==> config.mk <==
export PLATFORM = sky130hd
export DESIGN_NAME = code_digit_reader_flat
export DESIGN_NICKNAME = d
export VERILOG_FILES = /design/src/rtl/code_digit_reader_pkg.sv /design/src/rtl/code_digit_reader_if.sv /design/src/rtl/code_digit_reader_digit_stage.sv /design/src/rtl/code_digit_reader.sv /design/src/flat_wrapper.sv
export SDC_FILE = /design/constraint.sdc
export NUM_CORES = 1
export LEC_CHECK = 0
export BUFFER_PORTS_ARGS = -buffer_cell sky130_fd_sc_hd__buf_2
export CORE_UTILIZATION = 50
export DETAILED_ROUTE_END_ITERATION = 12
export PLACE_DENSITY = 0.76
export SLEW_MARGIN = 25
export SYNTH_ARGS = -nofsm -noshare
export SYNTH_HDL_FRONTEND = slang
export SYNTH_SLANG_ARGS = --single-unit
export TNS_END_PERCENT = 30
==> constraint.sdc <==
create_clock -name clk -period 1.75 [get_ports clk]
set_clock_uncertainty 0.1 [all_clocks]
set_input_delay 0.2625 -clock clk [delete_from_list [all_inputs] [get_ports clk]]
set_output_delay 0.2625 -clock clk [all_outputs]
set_load 0.01 [all_outputs]
==> src/rtl/code_digit_reader_pkg.sv <==
// Shared constants, FSM state encoding and width helper for the code digit reader.
package code_digit_reader_pkg;

  localparam int DIGITS_DEF  = 4;
  localparam int DIGIT_W_DEF = 4;
  localparam int CODE_W_DEF  = DIGITS_DEF * DIGIT_W_DEF;

  // Unused encoding 2'd3 is treated as illegal and recovers to ST_IDLE.
  typedef enum logic [1:0] {
    ST_IDLE = 2'd0,
    ST_SEND = 2'd1,
    ST_DONE = 2'd2
  } state_t;

  // Index width for a digit counter; never narrower than one bit.
  function automatic int idx_width(input int n);
    return (n > 1) ? $clog2(n) : 1;
  endfunction

endpackage

==> src/rtl/code_digit_reader_if.sv <==
// Start/code capture plus valid/ready digit stream between reader and consumer.
interface code_digit_reader_if
  import code_digit_reader_pkg::*;
#(
  parameter int DIGITS  = DIGITS_DEF,
  parameter int DIGIT_W = DIGIT_W_DEF
);
  localparam int CODE_W = DIGITS * DIGIT_W;
  localparam int IDX_W  = idx_width(DIGITS);

  logic                start;
  logic [CODE_W-1:0]   code_i;
  logic [DIGIT_W-1:0]  digit_o;
  logic                digit_valid;
  logic                digit_ready;
  logic [IDX_W-1:0]    digit_idx;
  logic                busy;
  logic                done;

  // The reader itself.
  modport slave (
    input  start, code_i, digit_ready,
    output digit_o, digit_valid, digit_idx, busy, done
  );

  // Whoever launches transfers and consumes digits.
  modport master (
    output start, code_i, digit_ready,
    input  digit_o, digit_valid, digit_idx, busy, done
  );
endinterface

==> src/rtl/code_digit_reader_digit_stage.sv <==
// One digit-wide register of the unload chain: parallel load or shift from the next stage.
module code_digit_reader_digit_stage #(
  parameter int DIGIT_W = 4
) (
  input  logic               clk,
  input  logic               clr,
  input  logic               load,
  input  logic               shift,
  input  logic [DIGIT_W-1:0] load_d,
  input  logic [DIGIT_W-1:0] shift_d,
  output logic [DIGIT_W-1:0] q
);
  logic [DIGIT_W-1:0] q_reg;

  // Clear beats load beats shift; otherwise hold.
  always_ff @(posedge clk) begin
    if (clr) begin
      q_reg <= '0;
    end else if (load) begin
      q_reg <= load_d;
    end else if (shift) begin
      q_reg <= shift_d;
    end
  end

  assign q = q_reg;
endmodule

==> src/rtl/code_digit_reader.sv <==
// Captures a code word on start and unloads it digit by digit, oldest first.
module code_digit_reader
  import code_digit_reader_pkg::*;
#(
  parameter int DIGITS  = DIGITS_DEF,
  parameter int DIGIT_W = DIGIT_W_DEF
) (
  input  logic                 clk,
  input  logic                 clr,
  code_digit_reader_if.slave   bus
);
  localparam int IDX_W = idx_width(DIGITS);
  localparam logic [IDX_W-1:0] LAST_IDX = IDX_W'(DIGITS - 1);

  state_t             state_reg;
  logic [IDX_W-1:0]   count_reg;
  logic               digit_valid_reg;
  logic               busy_reg;
  logic               done_reg;

  logic               load_en;
  logic               shift_en;
  logic [DIGIT_W-1:0] stage_q [DIGITS];

  // Capture only from IDLE; advance the chain on every accepted digit.
  assign load_en  = (state_reg == ST_IDLE) && bus.start;
  assign shift_en = (state_reg == ST_SEND) && bus.digit_ready;

  // Stage gi holds digit gi; shifting moves each digit one stage toward stage 0.
  generate
    for (genvar gi = 0; gi < DIGITS; gi++) begin : g_stage
      logic [DIGIT_W-1:0] shift_d;
      if (gi == DIGITS - 1) begin : g_top
        assign shift_d = '0;
      end else begin : g_mid
        assign shift_d = stage_q[gi+1];
      end
      code_digit_reader_digit_stage #(
        .DIGIT_W (DIGIT_W)
      ) u_stage (
        .clk     (clk),
        .clr     (clr),
        .load    (load_en),
        .shift   (shift_en),
        .load_d  (bus.code_i[gi*DIGIT_W +: DIGIT_W]),
        .shift_d (shift_d),
        .q       (stage_q[gi])
      );
    end
  endgenerate

  // Transfer FSM with digit counter and registered status outputs.
  always_ff @(posedge clk) begin
    if (clr) begin
      state_reg       <= ST_IDLE;
      count_reg       <= '0;
      digit_valid_reg <= 1'b0;
      busy_reg        <= 1'b0;
      done_reg        <= 1'b0;
    end else begin
      case (state_reg)
        ST_IDLE: begin
          if (bus.start) begin
            state_reg       <= ST_SEND;
            count_reg       <= '0;
            digit_valid_reg <= 1'b1;
            busy_reg        <= 1'b1;
          end
        end
        ST_SEND: begin
          if (bus.digit_ready) begin
            if (count_reg == LAST_IDX) begin
              state_reg       <= ST_DONE;
              count_reg       <= '0;
              digit_valid_reg <= 1'b0;
              done_reg        <= 1'b1;
            end else begin
              count_reg <= count_reg + IDX_W'(1);
            end
          end
        end
        ST_DONE: begin
          state_reg <= ST_IDLE;
          done_reg  <= 1'b0;
          busy_reg  <= 1'b0;
        end
        default: begin
          state_reg       <= ST_IDLE;
          count_reg       <= '0;
          digit_valid_reg <= 1'b0;
          busy_reg        <= 1'b0;
          done_reg        <= 1'b0;
        end
      endcase
    end
  end

  // Digit bus is forced to zero whenever nothing is being offered.
  assign bus.digit_o     = digit_valid_reg ? stage_q[0] : '0;
  assign bus.digit_valid = digit_valid_reg;
  assign bus.digit_idx   = count_reg;
  assign bus.busy        = busy_reg;
  assign bus.done        = done_reg;
endmodule

==> src/flat_wrapper.sv <==
// flat-port wrapper written by rule: the top's interface ports become plain ports
module code_digit_reader_flat import code_digit_reader_pkg::*;
#(
  parameter int DIGITS  = DIGITS_DEF,
  parameter int DIGIT_W = DIGIT_W_DEF
)
  (clk, clr, bus_start, bus_code_i, bus_digit_ready, bus_digit_o, bus_digit_valid, bus_digit_idx, bus_busy, bus_done);
  code_digit_reader_if #(.DIGITS(DIGITS), .DIGIT_W(DIGIT_W)) bus_i ();
  input  logic clk;
  input  logic clr;
  input wire logic [$bits(bus_i.start)-1:0] bus_start;
  input wire logic [$bits(bus_i.code_i)-1:0] bus_code_i;
  input wire logic [$bits(bus_i.digit_ready)-1:0] bus_digit_ready;
  output wire logic [$bits(bus_i.digit_o)-1:0] bus_digit_o;
  output wire logic [$bits(bus_i.digit_valid)-1:0] bus_digit_valid;
  output wire logic [$bits(bus_i.digit_idx)-1:0] bus_digit_idx;
  output wire logic [$bits(bus_i.busy)-1:0] bus_busy;
  output wire logic [$bits(bus_i.done)-1:0] bus_done;
  assign bus_i.start = bus_start;
  assign bus_i.code_i = bus_code_i;
  assign bus_i.digit_ready = bus_digit_ready;
  assign bus_digit_o = bus_i.digit_o;
  assign bus_digit_valid = bus_i.digit_valid;
  assign bus_digit_idx = bus_i.digit_idx;
  assign bus_busy = bus_i.busy;
  assign bus_done = bus_i.done;
  code_digit_reader #(.DIGITS(DIGITS), .DIGIT_W(DIGIT_W)) u_core (.clk(clk), .clr(clr), .bus(bus_i));
endmodule
==> results of run 1 <==
kinds of logic after synthesis:
kind of cell | Yosys count
AOI/OAI and AO/OA | 42
muxes | 2
DFF | 23
and+or+nand+nor | 22
adders and majority gates | 1
buffers and inverters | 21
worst max-delay path: stages (launching register included):
cell,delay [ps]
dfxtp_1,580
and2b_1,270
nand2_1,330
o221a_1,260
routing by layer:
metal  global-route usage [%]  wire [microns]  share of wire, %  up-vias
met1                     26.0            1020                51      393
met2                     29.3             892                44       21
met3                     3.46              82               4.1        2
met5                        0               0                 0        -
li1                         -               -                 -      450
met4                     8.57              10              0.50        0
cell usage after synthesis:
library cell	n	area, sq um
o221a_2	8	90.1
mux2_2	1	11.3
nor2_2	1	6.26
o221a_1	4	45.0
dfxtp_1	23	460
a21oi_1	20	100
nor2_1	2	7.51
and4b_1	1	10.0
and2b_1	1	7.51
buf_2	3	15.0
nor3_1	1	5.00
nor3b_1	1	7.51
a31oi_1	2	12.5
nand2_1	5	18.8
clkbuf_1	2	7.51
nor2b_1	1	6.26
nand2b_1	3	18.8
buf_6	2	22.5
nand3_1	1	5.00
a32oi_1	1	8.76
o21ai_0	7	35.0
mux2i_2	1	13.8
inv_1	13	48.8
ha_1	1	12.5
buf_4	1	7.51
and2_1	4	25.0
nor3b_4	1	18.8
how the worst max path moves through the flow:
stage / slack (ps) / from / cells after the start / to
after detailed placement: 190 / u_core.state_reg[1] / 3 / u_core.g_stage[1].u_stage.q[0]
after floorplan: 400 / u_core.state_reg[0] / 5 / u_core.g_stage[2].u_stage.q[0]
after global routing: 50 / u_core.state_reg[1] / 3 / u_core.g_stage[1].u_stage.q[0]
final: 170 / u_core.state_reg[1] / 3 / u_core.g_stage[1].u_stage.q[0]
after CTS: 160 / u_core.state_reg[1] / 3 / u_core.g_stage[1].u_stage.q[0]
after global placement: 240 / u_core.state_reg[1] / 3 / u_core.g_stage[1].u_stage.q[3]
report_power, final:
| group | leakage (uW) | switching [uW] | total [uW] | internal, uW |
|---|---|---|---|---|
| registers | 0.000190 | 26.5 | 587 | 561 |
| logic | 0.000355 | 71.4 | 144 | 72.8 |
| clock network | 0.0000177 | 159 | 244 | 85.3 |
| total | 0.000563 | 257 | 976 | 719 |
area by class of cell:
type                    count  area [sq um]  area share, %
multi-input cells          67           465           39.1
well taps                  27          33.8           2.84
clock buffers               3          22.5           1.89
inverters                  13          48.8           4.10
repair buffers             30           155           13.0
flip-flops and latches     23           460           38.7
clock inverters             1          5.00          0.420
through the flow:
| step | instance area, sq um | total power (uW) | setup WS, ps | hold WS, ps |
|---|---|---|---|---|
| floorplan | 1030 | 696 | 400 | 299 |
| global placement | 1160 | 736 | 239 | 377 |
| detailed placement | 1160 | 743 | 188 | 371 |
| CTS | 1190 | 977 | 158 | 72.7 |
| global route | 1190 | 1020 | 50.4 | 60.7 |
| finish | 1190 | 976 | 171 | 77.9 |
==> impl_metrics.yaml, run 1 <==
synth:
  ys_seq_area_share_pct: 44.8
  synthAdderAreaFrac_pct: 1.22
  synthXorXnorAreaFrac_pct: 0
  synthCells: 111
  synthesis.area_sq_um: 1030
  synth_seq_cells: 23
  syn_nets: 132
  synthMuxAreaShare_pct: 2.44
  synth_top_family_by_area: "compound AO/OA/AOI/OAI gates"
  synth-simple-area-share_pct: 13.3
  yosys.cell_types.count: 27
  avgSynthCellArea_sq_um: 9.25
  synth-compound-area-share_pct: 28.4
  synth_warnings: 0
sta:
  setup-violations-final: 0
  rsz0062_at_grt: "false"
  tns_ps: 0
  slew_headroom_pct: 68.0
  tightest_slew_ps: 479
  max_freq_ghz: 0.633
  finalCriticalPeriod_ps: 1580
  fin_crit_sh_pct: 90.2
  finalHoldViolCount: 0
  finalMaxSlewViolations: 0
final_layout:
  diodes: 0
  final_common_cell: "buf_2"
  largest_register_ffs: 16
  layout_common_cells: "buf_2 (28), dfxtp_1 (23), a21oi_1 (20)"
  num-fill-cells: 197
  nets: 159
  fin_util_pct: 61.3
  areaGrowthSynthToFinish_pct: 16.0
  layout.cells.non_filler: 164
  drive_above_1_share_pct: 33.6
route:
  routed_wl_microns: 2010
  drc: 0
  wl_per_cell_microns: 12.2
  dr.first_iter.drc_count: 23
  avgViaCountPerCell: 5.28
  dr.pass1.iters: 4
  via_count: 866
  route.antenna.remaining_nets: 0
die:
  start_util_pct: 52.9
  die_w_microns: 47.3
  dieHeight_microns: 47.3
  std_cell_rows: 16
  dieArea_sq_um: 2240
  core_region_area_sq_um: 1940
  num_io_pins: 29
clock_tree:
  cts.repair.resized: 0
  cts_buffers: 3
  cts_tree: "built"
  post_cts_buffers: 0
  cts_buffer_depth: 2
  path_clk_slew_ps: 130
  htree_levels: 1
  clk_latency_ps: 310
  root_buffer: "clkbuf_4"
  clock_sinks: 23
  cts_hold_buffers: 0
worst_hold_path:
  holdPathStages: 3
  min_to: "u_core.g_stage[3].u_stage.q[0]"
  hp-start: "bus_code_i[12]"
  hp-class: "primary input to flip-flop"
critical_path:
  crit_type: "flip-flop to flip-flop"
  cp-start-kind: "flip-flop"
  r2r_end: "u_core.g_stage[1].u_stage.q[0]"
  path_max_fanout: 12
  reg2reg_from: "u_core.state_reg[1]"
  rr_worst_depth: 3
  required_ps: 1910
  end_kind: "flip-flop"
  r2r_slack_ps: 170
  cp.arrival_ps: 1740
grt:
  overflow: 0
  grt_pass1_wl_microns: 2970
  grt_use_total_pct: 19.1
  grt_max_degree: 24
  first_global_vias: 692
  antenna_found_initial: 0
pwr:
  p_leak_uw: 0.000563
  cellPowerDensity_nw_per_um2: 819
  ir_drop_mv: 0.520
place:
  hpwl_microns: 1480
  gp_congestion: 0.736
  dp_cells: 160
  port_buffers: 28
flow_run:
  cap_violations: 0
status:
  status: "finished, final reports clean"
Power figures use the tool's default switching activity.
==> run 2, diff against run 1 <==
--- a/config.mk
+++ b/config.mk
@@ -8,6 +8,7 @@
 export BUFFER_PORTS_ARGS = -buffer_cell sky130_fd_sc_hd__buf_2
 export CORE_UTILIZATION = 50
 export DETAILED_ROUTE_END_ITERATION = 12
+export HOLD_SLACK_MARGIN = 0.12
 export PLACE_DENSITY = 0.76
 export SLEW_MARGIN = 25
 export SYNTH_ARGS = -nofsm -noshare
==> run 2 against run 1 <==
Effect of this change:
- non-clock buffer count rose by 4
- register-to-register slack barely moved
- sequential share of layout area fell by 1.3 points
- count of clock-buffer cells in the layout did not move
- worst hold slack improved by 85 ps
- die area did not move
- global-route usage rose by 0.47 points
- fmax fell by 0.57%
- setup slack got worse by 9.0 ps
- core utilization rose by 2.1 points
==> impl_metrics.yaml, run 2 (synthesis results as in run 1) <==
status:
  status: "finished, final reports clean"
sta:
  tns_ps: 0
  max_freq_ghz: 0.630
  worst_hold_slack_ps: 163
  finalCriticalPeriod_ps: 1590
  tightest_slew_ps: 483
  rsz0062_at_grt: "false"
  setup-violations-final: 0
  fin_crit_sh_pct: 90.7
  slew_headroom_pct: 67.8
  finalHoldViolCount: 0
  finalMaxSlewViolations: 0
grt:
  antenna_found_initial: 0
  grt_max_degree: 24
  grt_use_total_pct: 19.6
  grt_pass1_wl_microns: 3050
  overflow: 0
  first_global_vias: 722
route:
  drc: 0
  dr.first_iter.drc_count: 23
  wl_per_cell_microns: 12.2
  dr.pass1.iters: 4
  avgViaCountPerCell: 5.20
  routed_wl_microns: 2050
  route.antenna.remaining_nets: 0
  via_count: 873
flow_run:
  cap_violations: 0
place:
  gp_congestion: 0.736
  port_buffers: 28
  hpwl_microns: 1480
  dp_cells: 160
clock_tree:
  clk_latency_ps: 310
  cts_tree: "built"
  cts_hold_buffers: 4
  cts.repair.resized: 0
  clock_sinks: 23
  cts_buffers: 3
  root_buffer: "clkbuf_4"
  htree_levels: 1
  path_clk_slew_ps: 130
  post_cts_buffers: 0
  cts_buffer_depth: 2
critical_path:
  r2r_slack_ps: 160
  cp-endpoint: "u_core.g_stage[1].u_stage.q[0]"
  crit_type: "flip-flop to flip-flop"
  rr_worst_depth: 3
  cp-start-kind: "flip-flop"
  path_max_fanout: 12
  end_kind: "flip-flop"
  r2r_end: "u_core.g_stage[1].u_stage.q[0]"
  reg2reg_from: "u_core.state_reg[1]"
  startpoint: "u_core.state_reg[1]"
  required_ps: 1910
  cp.arrival_ps: 1750
die:
  dieArea_sq_um: 2240
  dieHeight_microns: 47.3
  num_io_pins: 29
  die_w_microns: 47.3
  start_util_pct: 52.9
  core_region_area_sq_um: 1940
  std_cell_rows: 16
final_layout:
  largest_register_ffs: 16
  final_common_cell: "buf_2"
  layout_common_cells: "buf_2 (28), dfxtp_1 (23), a21oi_1 (20)"
  areaGrowthSynthToFinish_pct: 19.9
  drive_above_1_share_pct: 32.6
  layout.cells.non_filler: 168
  diodes: 0
  nets: 163
pwr:
  cellPowerDensity_nw_per_um2: 798
  p_leak_uw: 0.000580
  finalPower_uw: 983
  ir_drop_mv: 0.537
worst_hold_path:
  hp-class: "primary input to flip-flop"
  holdPathStages: 2
run 2: cell count changes in the layout (fill, tap and decap cells not counted), sizes merged:
cell,delta
dlygate4sd3,+4
run 2: cell type report:
class,count,area [sq um]
fillers,195,711
clock buffers,3,22.5
multi-input cells,67,465
clock inverters,1,5.00
well taps,27,33.8
flip-flops and latches,23,460
inverters,13,48.8
repair buffers,34,195
run 2: where the power goes:
part	internal [uW]	switching (uW)
sequential	561	26.5
combinational	78.6	72.6
clock	85.3	159
total	725	258
run 2: stage by stage:
step                      utilization, %  setup WS, ps  area, sq um
after global routing                63.4          50.4         1230
final                               63.4           162         1230
after global placement              59.9           239         1160
after detailed placement            59.9           188         1160
after CTS                           63.4           158         1230
after floorplan                        -           400         1030
run 2: worst min path at each step:
| stage | from | endpoint | slack (ps) |
|---|---|---|---|
| floorplan | bus_code_i[12] | u_core.g_stage[3].u_stage.q[0] | 300 |
| global placement | u_core.g_stage[3].u_stage.q[1] | u_core.g_stage[3].u_stage.q[1] | 380 |
| detailed placement | u_core.bus.busy | u_core.bus.busy | 370 |
| CTS | bus_digit_ready | u_core.state_reg[0] | 150 |
| global route | bus_code_i[1] | u_core.g_stage[0].u_stage.q[1] | 170 |
| finish | bus_digit_ready | u_core.state_reg[0] | 160 |
run 2: layer usage:
metal | GRT usage, % | vias to the layer above | wire (microns)
met5 | 0 | - | 0
met2 | 31.0 | 21 | 932
li1 | - | 456 | -
met4 | 8.57 | 0 | 10
met1 | 26.0 | 394 | 1030
met3 | 3.46 | 2 | 75
run 2: worst max-delay path, cell delays in order, from the launching register on:
cell and delay (ps):
dfxtp_1 580, and2b_1 270, nand2_1 330, o221a_1 260
==> run 3, diff against run 2 <==
--- a/config.mk
+++ b/config.mk
@@ -9,7 +9,7 @@
 export CORE_UTILIZATION = 50
 export DETAILED_ROUTE_END_ITERATION = 12
 export HOLD_SLACK_MARGIN = 0.12
-export PLACE_DENSITY = 0.76
+export PLACE_DENSITY = 0.77
 export SLEW_MARGIN = 25
 export SYNTH_ARGS = -nofsm -noshare
 export SYNTH_HDL_FRONTEND = slang
==> run 3 against run 2 <==
Effect of this change:
- largest cell class unchanged
- cell count is the same
- worst hold slack better by 5.0 ps
- count of clock-buffer cells in the layout is 1 higher
- sequential share of layout area about the same
- setup slack worse by 14 ps
- register-to-register slack is essentially flat
- critical endpoint is now u_core.g_stage[1].u_stage.q[3]
==> impl_metrics.yaml, run 3 (synthesis results as in run 1) <==
route:
  route.antenna.remaining_nets: 0
  drc: 0
  wl_per_cell_microns: 12.2
  dr.first_iter.drc_count: 19
  via_count: 887
  dr.pass1.iters: 4
  routed_wl_microns: 2040
  avgViaCountPerCell: 5.28
final_layout:
  drive_above_1_share_pct: 31.9
  layout.cells.non_filler: 168
  nets: 163
  largest_register_ffs: 16
  diodes: 0
  areaGrowthSynthToFinish_pct: 19.7
  layout_common_cells: "buf_2 (28), dfxtp_1 (23), a21oi_1 (20)"
  fin_util_pct: 63.3
  final_common_cell: "buf_2"
clock_tree:
  cts_buffers: 3
  path_clk_slew_ps: 120
  htree_levels: 1
  clk_latency_ps: 300
  cts_tree: "built"
  root_buffer: "clkbuf_4"
  cts_buffer_depth: 2
  clock_sinks: 23
grt:
  antenna_found_initial: 0
  first_global_vias: 782
  grt_pass1_wl_microns: 3170
  overflow: 0
  grt_max_degree: 24
  grt_use_total_pct: 20.4
worst_hold_path:
  holdPathStages: 2
  hp-class: "primary input to flip-flop"
place:
  hpwl_microns: 1520
  gp_congestion: 0.736
  port_buffers: 28
  dp_cells: 160
  pre_cts_ws_ps: 205
sta:
  finalCriticalPeriod_ps: 1600
  finalHoldViolCount: 0
  worst_hold_slack_ps: 168
  tightest_slew_ps: 468
  setup-violations-final: 0
  rsz0062_at_grt: "false"
  fin_crit_sh_pct: 91.6
  max_freq_ghz: 0.624
  finalMaxSlewViolations: 0
  setup_slack_ps: 148
  tns_ps: 0
  slew_headroom_pct: 68.7
critical_path:
  rr_worst_depth: 3
  required_ps: 1900
  path_max_fanout: 12
  crit_type: "flip-flop to flip-flop"
  cp-start-kind: "flip-flop"
  end_kind: "flip-flop"
  cp.arrival_ps: 1760
die:
  dieHeight_microns: 47.3
  num_io_pins: 29
  start_util_pct: 52.9
  dieArea_sq_um: 2240
  core_region_area_sq_um: 1940
  std_cell_rows: 16
  die_w_microns: 47.3
pwr:
  cellPowerDensity_nw_per_um2: 796
  p_leak_uw: 0.000577
  ir_drop_mv: 0.512
flow_run:
  cap_violations: 0
status:
  status: "finished, final reports clean"
[run 3: changes by cell type in the layout (fill, tap and decap cells not counted), sizes merged]
cell | previous run | this run
clkbuf | 3 | 4
clkinv | 1 | 0
[run 3: final cells by class]
class                      count  area [sq um]
fill                         181           712
multi-input combinational     67           465
sequential                    23           460
timing repair buffer          34           195
inverter                      13          48.8
tap                           27          33.8
clock buffer                   4          26.3
[run 3: timing repair]
item | in CTS | in global routing
setup endpoints to repair | 0 | 0
buffers inserted | 0 | 0
resized for setup | 0 | 0
hold endpoints to repair | 4 | 0
hold buffers | 4 | 0
[run 3: worst paths after layout]
check / start / to / slack [ps]
worst max register to register: u_core.state_reg[1] / u_core.g_stage[1].u_stage.q[3] / 150
worst max-delay path: u_core.state_reg[1] / u_core.g_stage[1].u_stage.q[3] / 150
worst min-delay path: bus_digit_ready / u_core.state_reg[0] / 170
worst min register to register: u_core.bus.busy / u_core.bus.busy / 390
[run 3: where the power goes]
part	internal [uW]	leakage, uW	switching [uW]	total, uW
registers	561	0.000190	25.8	587
logic	78.5	0.000372	71.8	150
clock network	88.8	0.0000150	153	242
[run 3: stage by stage]
stage / area [sq um] / total power (uW)
after floorplan: 1030 / 696
after global placement: 1160 / 736
after detailed placement: 1160 / 743
after CTS: 1230 / 981
after global routing: 1230 / 1030
final: 1230 / 979
[run 3: per-layer routing]
| metal | vias up | track usage, % | wire length, microns |
|---|---|---|---|
| met3 | 2 | 4.62 | 65 |
| met5 | - | 0 | 0 |
| met2 | 17 | 33.4 | 980 |
| met4 | 0 | 7.43 | 12 |
| li1 | 453 | - | - |
| met1 | 415 | 26.2 | 984 |
[run 3: critical path, stage by stage (launching register included)]
cell and delay (ps):
dfxtp_1 590, and2b_1 270, nand2_1 330, o221a_2 250
